<file path="src/rtl/addsub_pkg.sv">
// addsub_pkg: shared mode encoding, default geometry and tag type for the pipelined adder/subtractor
package addsub_pkg;
    localparam int DEF_WIDTH  = 32;
    localparam int DEF_STAGES = 4;
    localparam int DEF_TAG_W  = 5;
    localparam int CW         = DEF_WIDTH / DEF_STAGES;
    typedef enum logic {MODE_ADD = 1'b0, MODE_SUB = 1'b1} mode_e;
    typedef logic [DEF_TAG_W-1:0] tag_t;
endpackage

</file>
<file path="src/rtl/addsub_stage.sv">
// addsub_stage: one chunk of the carry-pipelined adder with its carry, valid, mode and tag registers
//  en_i advances the stage, flush_i clears valid; a_i/b_i/carry_i feed the chunk adder,
//  sum_o/carry_o/msb_carry_o are the registered chunk result, the rest is registered sideband.
module addsub_stage
    import addsub_pkg::*;
#(
    parameter int CW_P  = 8,
    parameter int TAG_W = 5
) (
    input  logic             clk_i,
    input  logic             rst_i,
    input  logic             en_i,
    input  logic             flush_i,
    input  logic             valid_i,
    input  logic [CW_P-1:0]  a_i,
    input  logic [CW_P-1:0]  b_i,
    input  logic             carry_i,
    input  mode_e            mode_i,
    input  logic             signed_i,
    input  logic [TAG_W-1:0] tag_i,
    output logic             valid_o,
    output logic [CW_P-1:0]  sum_o,
    output logic             carry_o,
    output logic             msb_carry_o,
    output mode_e            mode_o,
    output logic             signed_o,
    output logic [TAG_W-1:0] tag_o
);
    logic [CW_P:0] full;
    logic          msb_carry;
    always_comb begin
        full      = {1'b0, a_i} + {1'b0, b_i} + {{CW_P{1'b0}}, carry_i};
        // carry into the chunk's top bit, recovered from that bit's sum
        msb_carry = a_i[CW_P-1] ^ b_i[CW_P-1] ^ full[CW_P-1];
    end
    always_ff @(posedge clk_i or posedge rst_i) begin
        if (rst_i) begin
            valid_o     <= 1'b0;
            sum_o       <= '0;
            carry_o     <= 1'b0;
            msb_carry_o <= 1'b0;
            mode_o      <= MODE_ADD;
            signed_o    <= 1'b0;
            tag_o       <= '0;
        end else begin
            valid_o <= ~flush_i & (en_i ? valid_i : valid_o);
            if (en_i) begin
                sum_o       <= full[CW_P-1:0];
                carry_o     <= full[CW_P];
                msb_carry_o <= msb_carry;
                mode_o      <= mode_i;
                signed_o    <= signed_i;
                tag_o       <= tag_i;
            end
        end
    end
endmodule

</file>
<file path="src/rtl/pipelined_addsub.sv">
// pipelined_addsub: STAGES-deep carry-pipelined two's-complement adder/subtractor with valid/ready
//  inputs : clk_i, rst_i (async, high), flush_i, valid_i, src1_i, src2_i, sub_i, signed_i, tag_i, ready_i
//  outputs: ready_o, valid_o, sum_o, carry_o, overflow_o, zero_o, tag_o
module pipelined_addsub
    import addsub_pkg::*;
#(
    parameter int WIDTH  = 32,
    parameter int STAGES = 4,
    parameter int TAG_W  = 5
) (
    input  logic             clk_i,
    input  logic             rst_i,
    input  logic             flush_i,
    input  logic             valid_i,
    output logic             ready_o,
    input  logic [WIDTH-1:0] src1_i,
    input  logic [WIDTH-1:0] src2_i,
    input  logic             sub_i,
    input  logic             signed_i,
    input  logic [TAG_W-1:0] tag_i,
    output logic             valid_o,
    input  logic             ready_i,
    output logic [WIDTH-1:0] sum_o,
    output logic             carry_o,
    output logic             overflow_o,
    output logic             zero_o,
    output logic [TAG_W-1:0] tag_o
);
    localparam int CHUNK_W = WIDTH / STAGES;
    logic advance;
    always_comb begin
        advance = ready_i | ~valid_o;
        ready_o = advance & ~flush_i;
    end
    // a_q/b_q: operands shifted down so the chunk for stage k sits at bit 0 (timed with stage k-1 output)
    // lo_q: finished low sum chunks shifted in from the top (timed with stage k output)
    for (genvar k = 0; k < STAGES; k++) begin : g
        logic [WIDTH-1:0]   a_q, b_q, lo_q;
        logic               cin, vin, sgin;
        mode_e              mdin;
        logic [TAG_W-1:0]   tin;
        logic [CHUNK_W-1:0] s;
        logic               v, c, m, sg;
        mode_e              md;
        logic [TAG_W-1:0]   t;
        if (k == 0) begin : g_in
            assign a_q  = src1_i;
            assign b_q  = sub_i ? ~src2_i : src2_i;
            assign lo_q = '0;
            assign cin  = sub_i;
            assign vin  = valid_i & ready_o;
            assign mdin = sub_i ? MODE_SUB : MODE_ADD;
            assign sgin = signed_i;
            assign tin  = tag_i;
        end else begin : g_sk
            always_ff @(posedge clk_i or posedge rst_i) begin
                if (rst_i) begin
                    a_q  <= '0;
                    b_q  <= '0;
                    lo_q <= '0;
                end else if (advance) begin
                    a_q  <= g[k-1].a_q >> CHUNK_W;
                    b_q  <= g[k-1].b_q >> CHUNK_W;
                    lo_q <= (g[k-1].lo_q >> CHUNK_W) | (WIDTH'(g[k-1].s) << (WIDTH - CHUNK_W));
                end
            end
            assign cin  = g[k-1].c;
            assign vin  = g[k-1].v;
            assign mdin = g[k-1].md;
            assign sgin = g[k-1].sg;
            assign tin  = g[k-1].t;
        end
        addsub_stage #(.CW_P(CHUNK_W), .TAG_W(TAG_W)) u_stage (
            .clk_i       (clk_i),
            .rst_i       (rst_i),
            .en_i        (advance),
            .flush_i     (flush_i),
            .valid_i     (vin),
            .a_i         (a_q[CHUNK_W-1:0]),
            .b_i         (b_q[CHUNK_W-1:0]),
            .carry_i     (cin),
            .mode_i      (mdin),
            .signed_i    (sgin),
            .tag_i       (tin),
            .valid_o     (v),
            .sum_o       (s),
            .carry_o     (c),
            .msb_carry_o (m),
            .mode_o      (md),
            .signed_o    (sg),
            .tag_o       (t)
        );
    end
    always_comb begin
        valid_o    = g[STAGES-1].v;
        sum_o      = (WIDTH'(g[STAGES-1].s) << (WIDTH - CHUNK_W)) | (g[STAGES-1].lo_q >> CHUNK_W);
        carry_o    = g[STAGES-1].c;
        tag_o      = g[STAGES-1].t;
        // flags only mean something for a live result, so they read 0 out of reset and between beats
        zero_o     = valid_o & (sum_o == '0);
        overflow_o = valid_o & (g[STAGES-1].sg ? (g[STAGES-1].m ^ g[STAGES-1].c)
                                               : (g[STAGES-1].md == MODE_SUB ? ~g[STAGES-1].c : g[STAGES-1].c));
    end
endmodule
</file>
<file path="config.mk">
export PLATFORM = sky130hd
export DESIGN_NAME = pipelined_addsub
export DESIGN_NICKNAME = d
export VERILOG_FILES = /design/src/rtl/addsub_pkg.sv /design/src/rtl/addsub_stage.sv /design/src/rtl/pipelined_addsub.sv
export SDC_FILE = /design/constraint.sdc
export NUM_CORES = 1
export LEC_CHECK = 0
export ABC_CLOCK_PERIOD_IN_PS = 6350
export CAP_MARGIN = 10
export CORE_MARGIN = 5
export CORE_UTILIZATION = 45
export CTS_BUF_LIST = sky130_fd_sc_hd__clkbuf_8
export DETAILED_ROUTE_END_ITERATION = 16
export GPL_TIMING_DRIVEN = 0
export PLACE_DENSITY = 0.71
export SETUP_SLACK_MARGIN = 0.4
export SLEW_MARGIN = 20
export SYNTH_ARGS = -nofsm -noshare
export SYNTH_HDL_FRONTEND = slang
export SYNTH_HIERARCHICAL = 1
export SYNTH_SLANG_ARGS = --single-unit
export TNS_END_PERCENT = 20
</file>
<file path="constraint.sdc">
create_clock -name clk_i -period 6.35 [get_ports clk_i]
set_input_delay 0.9525 -clock clk_i [delete_from_list [all_inputs] [get_ports clk_i]]
set_output_delay 0.9525 -clock clk_i [all_outputs]
set_load 0.05 [all_outputs]
</file>
; ---- Word-level counts from Yosys, hierarchy flattened
; Index checks and enable logic that the tools add are counted.
[totals]
in_bits = 76
output_inout_bits = 42
ff_bits = 237
[op_classes]
add_sub_neg = 8
n_reduce_logical = 1
mux = 8
bitwise = 19
[ops]
columns = operator, n
row1 = 24-bit by 32-bit bitwise OR with 32-bit output, 2
row2 = 8-bit by 8-bit adder with 9-bit output, 4
row3 = 9-bit by 1-bit adder with 9-bit output, 4
row4 = 32-bit logical NOT, 1
row5 = 32-bit two-way mux, 1
row6 = 32-bit inverter, 1
row7 = 32-bit by 24-bit bitwise OR with 32-bit output, 1
row8 = 1-bit AND, 8
row9 = 1-bit two-way mux, 7
row10 = 1-bit inverter, 3
row11 = 1-bit bitwise XOR, 3
row12 = 1-bit bitwise OR, 1

; ---- Longest topological paths before layout
; Gate-level depths: netlist of the first run.
[logic_depth]
ltp_word = 6
ltp_mapped = 10
depth_no_buf = 7

; ---- Cells and area by module
; Netlist of the first run, hierarchy kept.
[modules_own_cells]
columns = module, area_per_inst_um2, cells_per_inst, instances
row1 = pipelined_addsub, 5838.1, 640, 1
row2 = addsub_stage at g[1].u_stage ..., 1049.8, 90, 3
row3 = addsub_stage at g[0].u_stage, 1019.7, 90, 1

; ---- Least setup slack after synthesis of the first run
; OpenSTA, ideal clock, no wires.
[synth_timing]
path_kind = in2reg
from = input sub_i
to = register g[0].u_stage.sum_o[6]
arrival_ns = 3.089
setup_slack_ns = 3.141
n_path_buf = 2
path_stages = 9
required_ns = 6.230
path_cell_list = buf_2 > buf_4 > xor2_1 > fa_1 > fa_1 > a21oi_2 > o211ai_2 > or3_1 > a31o_1
[synth_between]
elab_chain_cells = 3
[synth_rtl]
columns = element, line
row1 = "start, declared", pipelined_addsub.sv:18  ; input logic sub_i,
row2 = 32-bit two-way mux, pipelined_addsub.sv:48  ; assign b_q = sub_i ? ~src2_i : src2_i;
row3 = named net g[0].b_q[0], pipelined_addsub.sv:38  ; logic [WIDTH-1:0] a_q, b_q, lo_q;
row4 = 8-bit by 8-bit adder with 9-bit output, addsub_stage.sv:32  ; full = {1'b0, a_i} + {1'b0, b_i} + {{CW_P{1'b0}}, carry_i};
row5 = 9-bit by 1-bit adder with 9-bit output, addsub_stage.sv:32
row6 = "end signal, assigned", addsub_stage.sv:48  ; sum_o <= full[CW_P-1:0];
row7 = "end, declared", addsub_stage.sv:22  ; output logic [CW_P-1:0] sum_o,
; The timed path passes the listed nets, and every way through them passes these cells.
; A chain may end at the register's enable or synchronous reset.

; ---- Worst setup path after layout of the first run
[layout_timing]
from = input ready_i
to = output ready_o
[layout_between]
elab_chain_cells = 2
[layout_rtl]
columns = element, line
row1 = "start, declared", pipelined_addsub.sv:22  ; input logic ready_i,
row2 = 1-bit bitwise OR, pipelined_addsub.sv:32  ; advance = ready_i | ~valid_o;
row3 = 1-bit AND, pipelined_addsub.sv:33  ; ready_o = advance & ~flush_i;
row4 = "end, declared", pipelined_addsub.sv:15  ; output logic ready_o,
; No other way between the ends.

==> results.sh, run 1 <==
export IMPL_n_antenna_cell=0
export IMPL_wl_per_cell_microns=15.4
export IMPL_cts_tree="built"
export IMPL_dp_hpwl_mm=17.0
export IMPL_grt_pass1_vias=7098
export IMPL_ant_nets=0
export IMPL_drt_initial_drc_count=444
export IMPL_final_max_slew_viol_count=0
export IMPL_chipHeight_microns=158
export IMPL_grt_pass1_wl_mm=36.3
export IMPL_worstSetupStartpointType="input pin"
export IMPL_finalInstanceArea_sq_mm=0.0122
export IMPL_n_fill_cell=1933
export IMPL_clock_path_buffers=3
export IMPL_viasPerCell=5.02
export IMPL_setup_worst_path_start="ready_i"
export IMPL_setup_viol_count_final=0
export IMPL_drt_total_wl_mm=22.4
export IMPL_fin_crit_sh_pct=59.0
export IMPL_reg2reg_to="g[3].u_stage/sum_o[6]"
export IMPL_cap_viol_max_count=0
export IMPL_powerDensity_mw_per_mm2=314
export IMPL_portBuffers=117
export IMPL_rr_worst_depth=6
export IMPL_status="finished, final reports clean"
export IMPL_synthCells=991
export IMPL_overflow=0
export IMPL_initial_core_util_pct=45.5
export IMPL_worst_slew_pin_slew_ns=0.832
export IMPL_dieArea_sq_mm=0.0251
export IMPL_path_clk_slew_ns=0.06
export IMPL_syn_cell_area_sq_mm=0.00991
export IMPL_holdBufCountCts=0
export IMPL_period_needed_ns=3.75
export IMPL_core_area_sq_mm=0.0218
export IMPL_root_buffer="clkbuf_8"
export IMPL_mostFrequentLayoutCells="399 x nand2_1, 213 x dfrtp_1, 117 x clkdlybuf4s50_1"
export IMPL_crit_path_end_kind="primary output"
export IMPL_rsz0062_at_grt="no"
export IMPL_multiInputGateArea_sq_mm=0.00419
export IMPL_grt_max_degree=104
export IMPL_cts_setup_buffers=0
export IMPL_gr_usage_all_layers_pct=18.2
export IMPL_ios=118
export IMPL_place_area_sq_mm=0.0115
export IMPL_layout_commonest_cell="nand2_1"
export IMPL_endpoint="ready_o"
export IMPL_insertion_delay_ns=0.52
export IMPL_preCtsSetupSlack_ns=2.29
export IMPL_hp_class="flip-flop to flip-flop"
export IMPL_finalPower_mw=3.82
export IMPL_tns_ns=0
export IMPL_layout_setup_ws_ns=2.60
export IMPL_drive_above_1_share_pct=13.3
export IMPL_synth_fp_nets=1103
export IMPL_avgSynthCellArea_sq_um=10.0
export IMPL_syn_to_final_growth_pct=22.7
export IMPL_max_freq_mhz=267
export IMPL_nets=1259
export IMPL_hold_viol=0
export IMPL_crit_required_ns=5.40
export IMPL_yosysWarnings=6
export IMPL_slew_headroom_pct=44.5
export IMPL_place_gp_congestion=0.839
export IMPL_htree_levels=2
export IMPL_die_w_microns=158
export IMPL_ir_worst_vdd_mv=0.131
export IMPL_worst_ep_arrival_time_ns=2.80
export IMPL_skew_ns=0.0261
export IMPL_cp_max_fo=10
export IMPL_vias=7289
export IMPL_regToRegStartpoint="g[3].a_q[0]"
export IMPL_antenna_found_initial=0
export IMPL_row_count=54
export IMPL_cts_resized=0
export IMPL_drtPass1Iterations=4
export IMPL_drcViolationCount=0
export IMPL_clock_sinks=213
export IMPL_p_leak_nw=5.77
export IMPL_seq_area_sq_mm=0.00533
export IMPL_r2r_slack_ns=4.03
export IMPL_cts_inserted_buffers=36
export IMPL_worstSetupPathType="input pin to primary output"
where the power goes:
| group | leakage, nW | internal (mW) | switching, mW |
|---|---|---|---|
| combinational | 2.89 | 0.375 | 0.541 |
| sequential | 2.49 | 1.58 | 0.171 |
| clock | 0.400 | 0.627 | 0.530 |
stage by stage:
step,std cells,utilization (%),hold slack (ns)
final,1452,55.9,0.460
after global routing,1452,55.9,0.481
after CTS,1452,55.9,0.456
after detailed placement,1389,52.7,0.455
after global placement,1388,52.5,0.449
after floorplan,991,-,0.437
layer usage:
| metal | up-vias | track usage [%] | wire length, microns |
|---|---|---|---|
| met3 | 36 | 2.66 | 990 |
| li1 | 3602 | - | - |
| met1 | 3487 | 26.4 | 10900 |
| met2 | 164 | 28.3 | 9980 |
| met4 | 0 | 5.97 | 524 |
| met5 | - | 0 | 0 |
how the worst min path moves through the flow:
stage,from,endpoint,slack (ns),cells past startpoint
after detailed placement,g[1].a_q[18],g[1].a_q[18],0.46,2
after CTS,g[0].u_stage/sum_o[1],g[1].lo_q[25],0.46,2
after global placement,g[2].b_q[13],g[2].b_q[13],0.45,2
after global routing,g[0].u_stage/sum_o[0],g[1].lo_q[24],0.48,2
after floorplan,g[0].u_stage/sum_o[6],g[1].lo_q[30],0.44,2
final,g[0].u_stage/sum_o[1],g[1].lo_q[25],0.46,2
worst max-delay path, cell delays in order:
cell	delay (ns)
clkdlybuf4s50_1	0.53
nor2b_4	0.05
buf_6	0.14
buf_4	0.17
nor2_1	0.12
clkdlybuf4s50_1	0.83
sequential cells by signal, indices dropped and copies added (netlist names), 4 cells and up:
signal	flops
g.u_stage/signed_o	4
g.a_q	48
g.u_stage/tag_o	20
g.u_stage/sum_o	32
g.u_stage/mode_o	4
g.b_q	48
g.u_stage/carry_o	4
g.u_stage/valid_o	4
g.lo_q	48
final cells by class:
| cell class | instances | area share (%) |
|---|---|---|
| multi-input combinational | 712 | 34.4 |
| tap | 280 | 2.88 |
| clock inverter | 19 | 0.731 |
| sequential | 213 | 43.8 |
| clock buffer | 44 | 4.98 |
| timing repair buffer | 118 | 9.86 |
| buffer | 48 | 2.66 |
| inverter | 18 | 0.618 |
(Power assumes the default switching activity.)
==> run 2: changes to the inputs <==
--- a/config.mk
+++ b/config.mk
@@ -5,14 +5,14 @@
 export SDC_FILE = /design/constraint.sdc
 export NUM_CORES = 1
 export LEC_CHECK = 0
-export ABC_CLOCK_PERIOD_IN_PS = 6350
+export ABC_CLOCK_PERIOD_IN_PS = 3400
 export CAP_MARGIN = 10
 export CORE_MARGIN = 5
 export CORE_UTILIZATION = 45
 export CTS_BUF_LIST = sky130_fd_sc_hd__clkbuf_8
 export DETAILED_ROUTE_END_ITERATION = 16
 export GPL_TIMING_DRIVEN = 0
-export PLACE_DENSITY = 0.71
+export PLACE_DENSITY = 0.74
 export SETUP_SLACK_MARGIN = 0.4
 export SLEW_MARGIN = 20
 export SYNTH_ARGS = -nofsm -noshare
==> constraint.sdc (replaced) <==
create_clock -name clk_i -period 3.4 [get_ports clk_i]
set_input_delay 0.51 -clock clk_i [delete_from_list [all_inputs] [get_ports clk_i]]
set_output_delay 0.51 -clock clk_i [all_outputs]
set_load 0.05 [all_outputs]
==> results.sh, run 2 (same netlist as run 1, synthesis figures left out) <==
export IMPL_status="finished, final reports clean"
export IMPL_worstSetupPathType="flip-flop to primary output"
export IMPL_path_clk_slew_ns=0.06
export IMPL_hp_class="flip-flop to flip-flop"
export IMPL_cpMaxStageDelayCell="clkdlybuf4s50_1"
export IMPL_die_w_microns=158
export IMPL_rsz0062_at_grt="yes"
export IMPL_p_leak_nw=5.82
export IMPL_overflow=0
export IMPL_mostFrequentLayoutCells="399 x nand2_1, 213 x dfrtp_1, 115 x clkdlybuf4s50_1"
export IMPL_worst_slew_pin_slew_ns=0.749
export IMPL_cpPeakStageDelay_ns=0.83
export IMPL_core_area_sq_mm=0.0218
export IMPL_vias=7334
export IMPL_p_clk_share_pct=30.9
export IMPL_insertion_delay_ns=0.53
export IMPL_p_comb_share_pct=23.8
export IMPL_chipHeight_microns=158
export IMPL_final_core_util_pct=56.2
export IMPL_fin_crit_sh_pct=85.4
export IMPL_powerDensity_mw_per_mm2=589
export IMPL_htree_levels=2
export IMPL_cts_tree="built"
export IMPL_final_max_slew_viol_count=0
export IMPL_worstSetupStartpointType="flip-flop"
export IMPL_root_buffer="clkbuf_8"
export IMPL_multiInputGateArea_sq_mm=0.00419
export IMPL_wl_per_cell_microns=15.2
export IMPL_drt_initial_drc_count=234
export IMPL_n_fill_cell=1915
export IMPL_intPower_mw=4.87
export IMPL_period_needed_ns=2.90
export IMPL_grt_pass1_wl_mm=36.4
export IMPL_sequentialPowerShare_pct=45.3
export IMPL_row_count=54
export IMPL_reg_top3="g.a_q x48, g.b_q x48, g.lo_q x48"
export IMPL_sw_frac_of_total_pct=32.4
export IMPL_skew_ns=0.0155
export IMPL_layout_commonest_cell="nand2_1"
export IMPL_gr_usage_all_layers_pct=18.1
export IMPL_grt_max_degree=36
export IMPL_antenna_found_initial=0
export IMPL_cts_inserted_buffers=37
export IMPL_seq_area_sq_mm=0.00533
export IMPL_ant_nets=0
export IMPL_max_freq_mhz=345
export IMPL_dp_hpwl_mm=17.1
export IMPL_slew_headroom_pct=50.0
export IMPL_crit_family="buffers and inverters"
export IMPL_initial_core_util_pct=45.5
export IMPL_p_sw_mw=2.34
export IMPL_setup_viol_count_final=0
export IMPL_crit_required_ns=2.89
export IMPL_portBuffers=117
export IMPL_drive_above_1_share_pct=13.6
export IMPL_ir_worst_vdd_mv=0.251
export IMPL_cp_buffers_inverters=3
export IMPL_nets=1263
export IMPL_crit_path_end_kind="primary output"
export IMPL_cts_setup_buffers=0
export IMPL_tns_ns=0
export IMPL_worst_ep_arrival_time_ns=2.39
export IMPL_drtPass1Iterations=5
export IMPL_hold_viol=0
export IMPL_clock_sinks=213
export IMPL_finalPower_mw=7.21
export IMPL_viasPerCell=5.04
export IMPL_clock_path_buffers=3
export IMPL_n_antenna_cell=0
export IMPL_cap_viol_max_count=0
export IMPL_place_gp_congestion=0.814
export IMPL_dieArea_sq_mm=0.0251
export IMPL_cp_max_fo=10
export IMPL_cp_cell_sequence="nor2b_4 -> buf_6 -> buf_4 -> nor2_1 -> clkdlybuf4s50_1"
export IMPL_drt_total_wl_mm=22.1
export IMPL_syn_to_final_growth_pct=23.5
export IMPL_holdBufCountCts=0
export IMPL_grt_pass1_vias=7282
export IMPL_ios=118
export IMPL_drcViolationCount=0
==> run 2: cell count changes in the layout (fill, tap and decap cells not counted), sizes merged <==
cell	change
buf	+3
clkbuf	+2
clkdlybuf4s50	-2
clkinv	-3
dlygate4sd2	+1
dlymetal6s2s	+1
==> run 2: stage by stage <==
step                hold WS, ns  instance area (sq um)  worst slack (ns)  cells
floorplan                 0.436                   9910             0.634    991
global placement          0.449                  11400            -0.236   1388
detailed placement        0.455                  11500            -0.247   1392
CTS                       0.467                  12200             0.314   1454
global route              0.486                  12200             0.363   1454
finish                    0.462                  12200             0.497   1454
==> run 2: what timing repair did <==
action                                  4_1_cts  5_1_grt
resized for setup                             2        1
hold endpoints to repair                      0        0
endpoints found under the setup margin        2        3
==> run 2: final cells by class <==
class | count | share of cell area, %
timing repair buffer | 121 | 10.3
inverter | 18 | 0.583
multi-input combinational | 712 | 34.3
sequential | 213 | 43.6
clock buffer | 46 | 5.17
buffer | 48 | 2.64
tap | 280 | 2.86
clock inverter | 16 | 0.624
==> run 2: worst register-to-register path: cells and delay by family (launching register included) <==
family                   cells  cell delay [ns]
AO/OA/AOI/OAI                3             0.79
AND/OR/NAND/NOR              1             0.07
adder cells (fa/ha/maj)      2             0.95
flip-flops                   1             0.40
==> run 2: power groups by stage <==
stage / registers (mW) / clock network (mW) / logic (mW)
2_1_floorplan: 3.62 / 0 / 0.752
3_3_place_gp: 3.29 / 0 / 1.68
3_5_place_dp: 3.30 / 0 / 1.73
4_1_cts: 3.26 / 2.28 / 1.74
5_1_grt: 3.31 / 2.40 / 1.89
6_report: 3.27 / 2.23 / 1.72
==> run 2: layer usage <==
metal	vias up	global-route usage, %	share of wire [%]
met1	3500	25.7	47
met3	30	3.56	5.9
met5	-	0	0
li1	3628	-	-
met4	0	4.79	1.8
met2	176	28.8	46
==> run 2: final timing paths <==
kind	startpoint	end	slack, ns	cells after the start
max	g[3].u_stage/valid_o	ready_o	0.50	5
min	g[1].lo_q[30]	g[2].lo_q[22]	0.46	2
max reg2reg	g[2].a_q[0]	g[2].u_stage/sum_o[6]	1.07	6
min reg2reg	g[1].lo_q[30]	g[2].lo_q[22]	0.46	2
max in group asynchronous	rst_i	g[1].a_q[11]	1.86	5
min in group asynchronous	rst_i	g[1].lo_q[24]	0.52	2
==> run 3: changes to the inputs <==
--- a/config.mk
+++ b/config.mk
@@ -17,6 +17,5 @@
 export SLEW_MARGIN = 20
 export SYNTH_ARGS = -nofsm -noshare
 export SYNTH_HDL_FRONTEND = slang
-export SYNTH_HIERARCHICAL = 1
 export SYNTH_SLANG_ARGS = --single-unit
 export TNS_END_PERCENT = 20
==> results.sh, run 3 <==
export IMPL_layout_commonest_cell="nand2_1"
export IMPL_drcViolationCount=0
export IMPL_grt_max_degree=36
export IMPL_seq_area_sq_mm=0.00533
export IMPL_cp_buffers_inverters=4
export IMPL_n_antenna_cell=0
export IMPL_slew_headroom_pct=49.4
export IMPL_path_clk_slew_ns=0.06
export IMPL_hp_class="flip-flop to flip-flop"
export IMPL_cts_tree="built"
export IMPL_multiInputGateArea_sq_mm=0.00395
export IMPL_synth_edf_count=0
export IMPL_yosysWarnings=0
export IMPL_grt_pass1_wl_mm=37.9
export IMPL_initial_core_util_pct=45.6
export IMPL_cpPeakStageDelay_ns=0.46
export IMPL_place_gp_congestion=0.831
export IMPL_syn_to_final_growth_pct=25.2
export IMPL_instances_no_fill=1505
export IMPL_setup_viol_count_final=0
export IMPL_synth_most_common_cell="nand2_1"
export IMPL_crit_required_ns=2.89
export IMPL_cts_setup_buffers=0
export IMPL_finalPower_mw=7.51
export IMPL_async_flop_share_pct=100
export IMPL_worstSetupStartpointType="flip-flop"
export IMPL_drtPass1Iterations=5
export IMPL_preCtsSetupSlack_ns=-0.0327
export IMPL_synth_seq_cells=213
export IMPL_max_freq_mhz=347
export IMPL_dieArea_sq_mm=0.0243
export IMPL_synth_top_cell_by_area="dfrtp_1"
export IMPL_cap_viol_max_count=0
export IMPL_holdBufCountCts=0
export IMPL_nets=1316
export IMPL_powerDensity_mw_per_mm2=626
export IMPL_layout_setup_ws_ns=0.516
export IMPL_overflow=0
export IMPL_antenna_found_initial=0
export IMPL_cts_inserted_buffers=37
export IMPL_reg_top3="g.a_q x48, g.b_q x48, g.lo_q x48"
export IMPL_vias=7433
export IMPL_cpMaxStageDelayCell="dfrtp_1"
export IMPL_synth_ff_type="dfrtp_1"
export IMPL_mostFrequentLayoutCells="519 x nand2_1, 213 x dfrtp_1, 114 x clkdlybuf4s50_1"
export IMPL_dp_cells=1441
export IMPL_fin_crit_sh_pct=84.8
export IMPL_worstSetupPathType="flip-flop to primary output"
export IMPL_wl_per_cell_microns=15.3
export IMPL_synth_seq_area_share_pct=55.6
export IMPL_drive_above_1_share_pct=8.21
export IMPL_avgSynthCellArea_sq_um=9.19
export IMPL_cp_cell_sequence="nor2b_4 -> buf_4 -> buf_6 -> buf_4 -> nor2_1 -> dlygate4sd2_1"
export IMPL_viasPerCell=4.94
export IMPL_row_count=53
export IMPL_crit_path_end_kind="primary output"
export IMPL_n_fill_cell=1876
export IMPL_synthCells=1044
export IMPL_clock_path_buffers=3
export IMPL_rsz0062_at_grt="no"
export IMPL_synth_fp_nets=1155
export IMPL_insertion_delay_ns=0.52
export IMPL_syn_cell_area_sq_mm=0.00959
export IMPL_dp_hpwl_mm=17.3
export IMPL_final_core_util_pct=57.1
export IMPL_synth_cell_types=44
export IMPL_period_needed_ns=2.88
export IMPL_hold_viol=0
export IMPL_cp_common_cell="buf_4"
export IMPL_ir_worst_vdd_mv=0.272
export IMPL_chipHeight_microns=156
export IMPL_synth_area_leaders="dfrtp_1 56%, nand2_1 20%, ha_1 3.7%, xnor2_1 2.9%, o21ai_0 2.1%"
export IMPL_synth_top_cell_area_share_pct=55.6
export IMPL_portBuffers=116
export IMPL_worst_slew_pin_slew_ns=0.757
export IMPL_drt_initial_drc_count=353
export IMPL_skew_ns=0.0181
export IMPL_clock_sinks=213
export IMPL_core_area_sq_mm=0.0210
export IMPL_grt_pass1_vias=7441
export IMPL_drt_total_wl_mm=23.0
export IMPL_htree_levels=2
export IMPL_die_w_microns=156
export IMPL_ios=118
export IMPL_status="finished, final reports clean"
export IMPL_root_buffer="clkbuf_8"
export IMPL_synthTopCellsByCount="519 x nand2_1, 213 x dfrtp_1, 41 x o21ai_0, 32 x xnor2_1, 28 x ha_1"
export IMPL_ant_nets=0
export IMPL_cp_max_fo=10
export IMPL_gr_usage_all_layers_pct=19.4
export IMPL_final_max_slew_viol_count=0
export IMPL_crit_family="buffers and inverters"
export IMPL_worst_ep_arrival_time_ns=2.37
export IMPL_p_leak_nw=5.70
## run 3: power breakdown
part / switching, mW / leakage (nW) / internal, mW
logic: 1.09 / 2.78 / 0.714
registers: 0.352 / 2.49 / 2.98
clock network: 1.02 / 0.429 / 1.36
## run 3: kinds of logic (layout without fill, tap and decap cells)
| family | count (synthesis) | in the layout | synth area share, % |
|---|---|---|---|
| compound gates | 113 | 113 | 7.50 |
| flops | 213 | 213 | 55.6 |
| buf+inv | 55 | 241 | 3.56 |
| xor+xnor | 43 | 43 | 3.93 |
| fa+ha+maj | 35 | 35 | 5.11 |
| mux | 3 | 3 | 0.313 |
| simple gates | 582 | 582 | 24.0 |
## run 3: timing repair
item                                    4_1_cts  5_1_grt
endpoints found under the setup margin        2        1
pin swaps                                     0        0
gates resized for setup                       8        1
gates cloned                                  0        0
## run 3: worst paths after layout
kind | startpoint | end | slack (ns) | cells past startpoint
min reg2reg | g[1].u_stage.tag_o[4] | g[2].u_stage.tag_o[4] | 0.46 | 2
max in group asynchronous | rst_i | g[0].u_stage.tag_o[3] | 1.87 | 5
max reg2reg | g[0].u_stage.carry_o | g[1].u_stage.carry_o | 0.99 | 7
min in group asynchronous | rst_i | g[1].a_q[2] | 0.49 | 2
min | g[1].u_stage.tag_o[4] | g[2].u_stage.tag_o[4] | 0.46 | 2
max | g[3].u_stage.valid_o | ready_o | 0.52 | 6
## run 3: routing by layer
metal	up-vias	track usage, %	wire length [microns]
li1	3687	-	-
met1	3476	26.7	10000
met2	220	31.2	10700
met3	50	3.74	1660
met4	0	6.63	600
met5	-	0	0
## run 3: cell type report
| type | count | area share, % |
|---|---|---|
| clock buffers | 49 | 5.61 |
| flip-flops and latches | 213 | 44.4 |
| clock inverters | 15 | 0.760 |
| multi-input cells | 776 | 32.8 |
| plain buffers | 51 | 2.72 |
| repair buffers | 122 | 10.7 |
| inverters | 4 | 0.156 |
| well taps | 275 | 2.86 |
## run 3: per-stage QoR
| step | hold slack [ns] | instance area, sq um | setup TNS [ns] |
|---|---|---|---|
| after floorplan | 0.437 | 9600 | 0 |
| after global placement | 0.449 | 11100 | -301.24 |
| after detailed placement | 0.455 | 11200 | -0.0327 |
| after CTS | 0.443 | 12000 | 0 |
| after global routing | 0.475 | 12000 | 0 |
| final | 0.461 | 12000 | 0 |
## run 3: worst register-to-register path, stage by stage (launching register included)
cell and delay [ns]:
dfrtp_1 0.40, fa_1 0.49, fa_1 0.43, a21oi_1 0.23, o21ai_1 0.16, o31a_1 0.29, o21ai_0 0.19, a21oi_1 0.10
